==> src/rtl/vga_timing_pkg.sv <==
`default_nettype none
// ============================================================================
// vga_timing_pkg : shared display-mode constants and timing helpers
// Revision       : 1.0
// ============================================================================
package vga_timing_pkg;

  typedef struct packed {
    int active;
    int fp;
    int sync;
    int bp;
  } axis_cfg_t;

  typedef struct packed {
    axis_cfg_t h;
    axis_cfg_t v;
  } mode_cfg_t;

  localparam mode_cfg_t XGA_1024X768_60 = '{
    h: '{active: 1024, fp: 24, sync: 136, bp: 160},
    v: '{active: 768,  fp: 3,  sync: 6,   bp: 29}
  };

  localparam mode_cfg_t SVGA_800X600_60 = '{
    h: '{active: 800, fp: 40, sync: 128, bp: 88},
    v: '{active: 600, fp: 1,  sync: 4,   bp: 23}
  };

  function automatic int axis_total(input int active, input int fp,
                                    input int sync, input int bp);
    return active + fp + sync + bp;
  endfunction

endpackage
`default_nettype wire

==> src/rtl/timing_axis.sv <==
`default_nettype none
// ============================================================================
// timing_axis : one raster axis (counter + blank/sync decode), flags registered
//               from the next-state count so they always match the shown count
// Revision    : 1.0
// ============================================================================
module timing_axis
  import vga_timing_pkg::*;
#(
  parameter int ACTIVE = 1024,
  parameter int FP     = 24,
  parameter int SYNC   = 136,
  parameter int BP     = 160,
  parameter bit POL    = 1'b1,
  parameter int CNT_W  = 12
) (
  input  logic             clk,
  input  logic             rst_n,
  input  logic             step,
  input  logic             clear,
  output logic [CNT_W-1:0] count,
  output logic             blnk,
  output logic             sync,
  output logic             wrap,
  output logic             blnk_nxt
);

  localparam int TOTAL = axis_total(ACTIVE, FP, SYNC, BP);

  if (TOTAL > (1 << CNT_W)) begin : g_bad_width
    $error("timing_axis: total %0d does not fit in %0d-bit counter", TOTAL, CNT_W);
  end

  localparam logic [CNT_W-1:0] LAST       = CNT_W'(TOTAL - 1);
  localparam logic [CNT_W-1:0] BLNK_START = CNT_W'(ACTIVE);
  localparam logic [CNT_W-1:0] SYNC_START = CNT_W'(ACTIVE + FP);
  localparam logic [CNT_W-1:0] SYNC_END   = CNT_W'(ACTIVE + FP + SYNC - 1);

  logic [CNT_W-1:0] count_nxt;
  logic             sync_nxt;

  assign wrap = (count == LAST);

  // Clear wins over step so a restart lands on zero even while stalled.
  always_comb begin
    count_nxt = count;
    if (clear) begin
      count_nxt = '0;
    end else if (step) begin
      count_nxt = wrap ? '0 : count + CNT_W'(1);
    end
  end

  assign blnk_nxt = (count_nxt >= BLNK_START);
  assign sync_nxt = ((count_nxt >= SYNC_START) && (count_nxt <= SYNC_END)) ? POL : ~POL;

  always_ff @(posedge clk or negedge rst_n) begin
    if (!rst_n) begin
      count <= '0;
      blnk  <= 1'b0;
      sync  <= ~POL;
    end else if (step || clear) begin
      count <= count_nxt;
      blnk  <= blnk_nxt;
      sync  <= sync_nxt;
    end
  end

endmodule
`default_nettype wire

==> src/rtl/vga_timing_gen.sv <==
`default_nettype none
// ============================================================================
// vga_timing_gen : parametrised raster timing generator (counters, sync,
//                  blanking, data enable, line/frame start strobes)
// Revision       : 1.0
// ============================================================================
module vga_timing_gen
  import vga_timing_pkg::*;
#(
  parameter int H_ACTIVE  = XGA_1024X768_60.h.active,
  parameter int H_FP      = XGA_1024X768_60.h.fp,
  parameter int H_SYNC    = XGA_1024X768_60.h.sync,
  parameter int H_BP      = XGA_1024X768_60.h.bp,
  parameter int V_ACTIVE  = XGA_1024X768_60.v.active,
  parameter int V_FP      = XGA_1024X768_60.v.fp,
  parameter int V_SYNC    = XGA_1024X768_60.v.sync,
  parameter int V_BP      = XGA_1024X768_60.v.bp,
  parameter bit HSYNC_POL = 1'b1,
  parameter bit VSYNC_POL = 1'b1,
  parameter int CNT_W     = 12
) (
  input  logic             pclk,
  input  logic             reset,
  input  logic             en,
  input  logic             restart,
  output logic [CNT_W-1:0] hcount,
  output logic [CNT_W-1:0] vcount,
  output logic             hsync,
  output logic             vsync,
  output logic             hblnk,
  output logic             vblnk,
  output logic             de,
  output logic             line_start,
  output logic             frame_start
);

  logic h_wrap;
  logic v_wrap;
  logic h_blnk_nxt;
  logic v_blnk_nxt;
  logic v_step;
  logic advance;

  assign v_step  = en & h_wrap;
  assign advance = en | restart;

  timing_axis #(
    .ACTIVE (H_ACTIVE),
    .FP     (H_FP),
    .SYNC   (H_SYNC),
    .BP     (H_BP),
    .POL    (HSYNC_POL),
    .CNT_W  (CNT_W)
  ) u_h_axis (
    .clk      (pclk),
    .rst_n    (reset),
    .step     (en),
    .clear    (restart),
    .count    (hcount),
    .blnk     (hblnk),
    .sync     (hsync),
    .wrap     (h_wrap),
    .blnk_nxt (h_blnk_nxt)
  );

  timing_axis #(
    .ACTIVE (V_ACTIVE),
    .FP     (V_FP),
    .SYNC   (V_SYNC),
    .BP     (V_BP),
    .POL    (VSYNC_POL),
    .CNT_W  (CNT_W)
  ) u_v_axis (
    .clk      (pclk),
    .rst_n    (reset),
    .step     (v_step),
    .clear    (restart),
    .count    (vcount),
    .blnk     (vblnk),
    .sync     (vsync),
    .wrap     (v_wrap),
    .blnk_nxt (v_blnk_nxt)
  );

  // The next position is (0,0) exactly when restarting or wrapping, so the
  // strobes come from the wrap terminals rather than re-decoding the counts.
  always_ff @(posedge pclk or negedge reset) begin
    if (!reset) begin
      de          <= 1'b1;
      line_start  <= 1'b1;
      frame_start <= 1'b1;
    end else if (advance) begin
      de          <= ~h_blnk_nxt & ~v_blnk_nxt;
      line_start  <= restart | h_wrap;
      frame_start <= restart | (h_wrap & v_wrap);
    end
  end

endmodule
`default_nettype wire

==> config.mk <==
export PLATFORM = sky130hd
export DESIGN_NAME = vga_timing_gen
export DESIGN_NICKNAME = d
export VERILOG_FILES = /design/src/rtl/vga_timing_pkg.sv /design/src/rtl/timing_axis.sv /design/src/rtl/vga_timing_gen.sv
export SDC_FILE = /design/constraint.sdc
export NUM_CORES = 1
export LEC_CHECK = 0
export CAP_MARGIN = 20
export CORE_AREA = 8 8 71 119
export CTS_CLUSTER_DIAMETER = 200
export CTS_CLUSTER_SIZE = 12
export DETAILED_ROUTE_END_ITERATION = 8
export DIE_AREA = 0 0 79 127
export GPL_TIMING_DRIVEN = 0
export HOLD_SLACK_MARGIN = 0.08
export PLACE_DENSITY = 0.55
export SYNTH_ARGS = -nofsm -noshare
export SYNTH_HDL_FRONTEND = slang
export SYNTH_SLANG_ARGS = --single-unit
==> constraint.sdc <==
create_clock -name pclk -period 3.6 [get_ports pclk]
set_input_delay 0.9 -clock pclk [delete_from_list [all_inputs] [get_ports pclk]]
set_output_delay 0.9 -clock pclk [all_outputs]
set_load 0.03 [all_outputs]
==> results.yml <==
finish:
  fin_util: 0.358
  final_cell_mix: "33 x clkdlybuf4s50_1, 28 x dfrtp_1, 25 x nor2_1"
  fin_area_sq_um: 2440
  drive_gt1_frac: 0.0837
  final_nets: 257
  num_antenna_cells: 0
  area_growth_pct: 32.2
  nFillCells: 743
  mostFrequentLayoutCell: "clkdlybuf4s50_1"
synthesis:
  async_reset_ff_frac: 1.00
  yosysWarnings: 0
  avgSynthCellArea_sq_um: 8.82
  synth_edf_count: 0
  ys.flop_type: "dfrtp_1"
  syn_inst: 209
  synth-seq-area-share: 0.423
  synth_nets: 216
  synthesis.area_sq_um: 1840
  synth-seq-cells: 31
  synth_cell_types: 47
die:
  rows: 40
  die_w_microns: 79
  coreArea_sq_um: 6810
  die_area_sq_um: 10000
  io_pins: 35
  start_util: 0.271
  die_height_microns: 127
worst_setup_path:
  cp-start-kind: "primary input"
  crit_type: "primary input to flip-flop"
  cp.required_ns: 3.81
  crit_path_max_fanout: 10
  arrival_ns: 3.48
  crit_path_end_kind: "flip-flop"
clock_tree:
  cts-root-buf: "clkbuf_16"
  insertion_delay_ns: 0.28
  clkTransAtPathRegs_ns: 0.06
  cts_tree: "yes"
  cts_buffer_depth: 2
  cts_sinks: 31
  htreeDepth: 2
  numCtsBuffers: 5
status:
  status: "finished, final reports clean"
sta:
  slew-limit-headroom: 0.522
  fin_crit_sh: 0.908
  tightest_slew_ns: 0.717
  slew_violations: 0
  clock-skew-final_ns: 0.00619
  fmax_mhz: 306
  fin_tns_setup_ns: 0
  setup_viol: 0
  rsz0062_at_grt: "no"
  min_period_ns: 3.27
  finalHoldViolations: 0
drt:
  dr.first_iter.drc_count: 150
  drtPass1Iterations: 4
  drc: 0
  finalWirelength_microns: 5470
  ant_nets: 0
  wire_per_inst_microns: 16.3
  vias_per_cell: 5.14
  vias: 1721
grt:
  grt_max_degree: 32
  grt_util_all_layers: 0.114
  grt_pass1_vias: 1784
  grt_overflow_total: 0
  antenna_found_initial: 0
  grt_pass1_wl_microns: 9030
run:
  cap_violations: 0
placement:
  placed_area_sq_um: 2280
  routabilityCongestion: 0.843
  place_hpwl_microns: 4190
  io_buffers: 34
power_and_ir_drop:
  p_per_area_nw_per_um2: 335
  leakagePower_uw: 0.000926
  ir_worst_vdd_v: 0.000148
hold_path:
  hp-class: "flip-flop to flip-flop"
-- layout make-up --
type                            count  area [sq um]  area share
Timing Repair Buffer               35           343       0.141
Clock inverter                      3          15.0     0.00616
Sequential cell                    31           779       0.320
Buffer                             12          55.1      0.0226
Tap cell                           84           105      0.0431
Multi-Input combinational cell    158           990       0.406
Inverter                            7          26.3      0.0108
Clock buffer                        5           125      0.0513
-- cell families after synthesis --
kind of cell,Yosys count,synth area share
adders and majority gates,3,0.0204
xor gates and xnor gates,12,0.0570
DFF,31,0.423
and+or+nand+nor,99,0.294
AOI/OAI and AO/OA,44,0.161
buffers and inverters,20,0.0448
-- critical path: stages --
cell	delay, ns
clkdlybuf4s50_1	0.54
and2_2	0.24
nand4_1	0.14
clkbuf_2	0.23
o31ai_1	0.27
a21oi_1	0.11
or4_1	0.52
nor4bb_2	0.35
a22o_1	0.18
-- state kept, by name, indices dropped and copies added, names as in the netlist --
signal	cells
de	1
frame_start	1
line_start	1
u_h_axis.blnk	1
u_h_axis.count	12
u_h_axis.sync	1
u_v_axis.blnk	1
u_v_axis.count	12
u_v_axis.sync	1
-- report_power, final --
part           leakage [uW]  internal (uW)  total [uW]  switching, uW
clock network     0.0000733            252         404            153
registers          0.000419            356         360           4.26
logic              0.000433           17.7        53.6           35.9
total              0.000926            625         818            193
-- timing repair --
| item | CTS | global route |
|---|---|---|
| hold buffers | 0 | 0 |
| pin swaps | 1 | 0 |
| cloned | 0 | 0 |
| setup endpoints to repair | 2 | 2 |
| buffers inserted | 1 | 0 |
| resized for setup | 2 | 3 |
-- stage by stage --
| stage | worst slack (ns) | hold slack (ns) | total power, uW | cells |
|---|---|---|---|---|
| final | 0.330 | 0.479 | 818 | 335 |
| after global routing | 0.0867 | 0.496 | 856 | 335 |
| after CTS | 0.104 | 0.485 | 832 | 336 |
| after floorplan | 0.773 | 0.527 | 392 | 209 |
| after detailed placement | -0.397 | 0.476 | 421 | 327 |
| after global placement | -0.417 | 0.471 | 421 | 327 |
-- final timing paths --
| path | start | to | slack [ns] | cells past startpoint |
|---|---|---|---|---|
| setup reg to reg | u_v_axis.count[6] | u_v_axis.sync | 0.71 | 8 |
| hold / removal | line_start | line_start | 0.48 | 2 |
| max in group asynchronous | reset | u_h_axis.blnk | 2.46 | 1 |
| hold reg to reg | line_start | line_start | 0.48 | 2 |
| setup / recovery | en | u_v_axis.sync | 0.33 | 9 |
| min in group asynchronous | reset | u_h_axis.count[2] | 0.68 | 1 |
-- cells in the mapped netlist (all sizes together), types with 3 or more instances --
| cell type | n | area, sq um |
|---|---|---|
| a21oi | 10 | 50.1 |
| a22o | 4 | 35.0 |
| a31oi | 3 | 18.8 |
| and2 | 6 | 37.5 |
| and4 | 3 | 26.3 |
| buf | 3 | 18.8 |
| clkbuf | 10 | 37.5 |
| dfrtp | 28 | 701 |
| dfstp | 3 | 78.8 |
| ha | 3 | 37.5 |
| inv | 7 | 26.3 |
| nand2 | 16 | 60.1 |
| nand2b | 3 | 18.8 |
| nand3 | 10 | 55.1 |
| nand4 | 7 | 43.8 |
| nor2 | 25 | 93.8 |
| nor3 | 8 | 40.0 |
| o21ai | 11 | 55.1 |
| o31ai | 4 | 30.0 |
| or3 | 4 | 25.0 |
| or4 | 4 | 30.0 |
| xnor2 | 7 | 61.3 |
| xor2 | 5 | 43.8 |
-- per-layer routing --
layer	up-vias	track usage	share of wire
li1	842	-	-
met1	830	0.111	0.36
met2	40	0.215	0.58
met3	9	0.0169	0.038
met4	0	0.0703	0.021
met5	-	0	0
No activity file was read; power rests on OpenSTA's default activity.
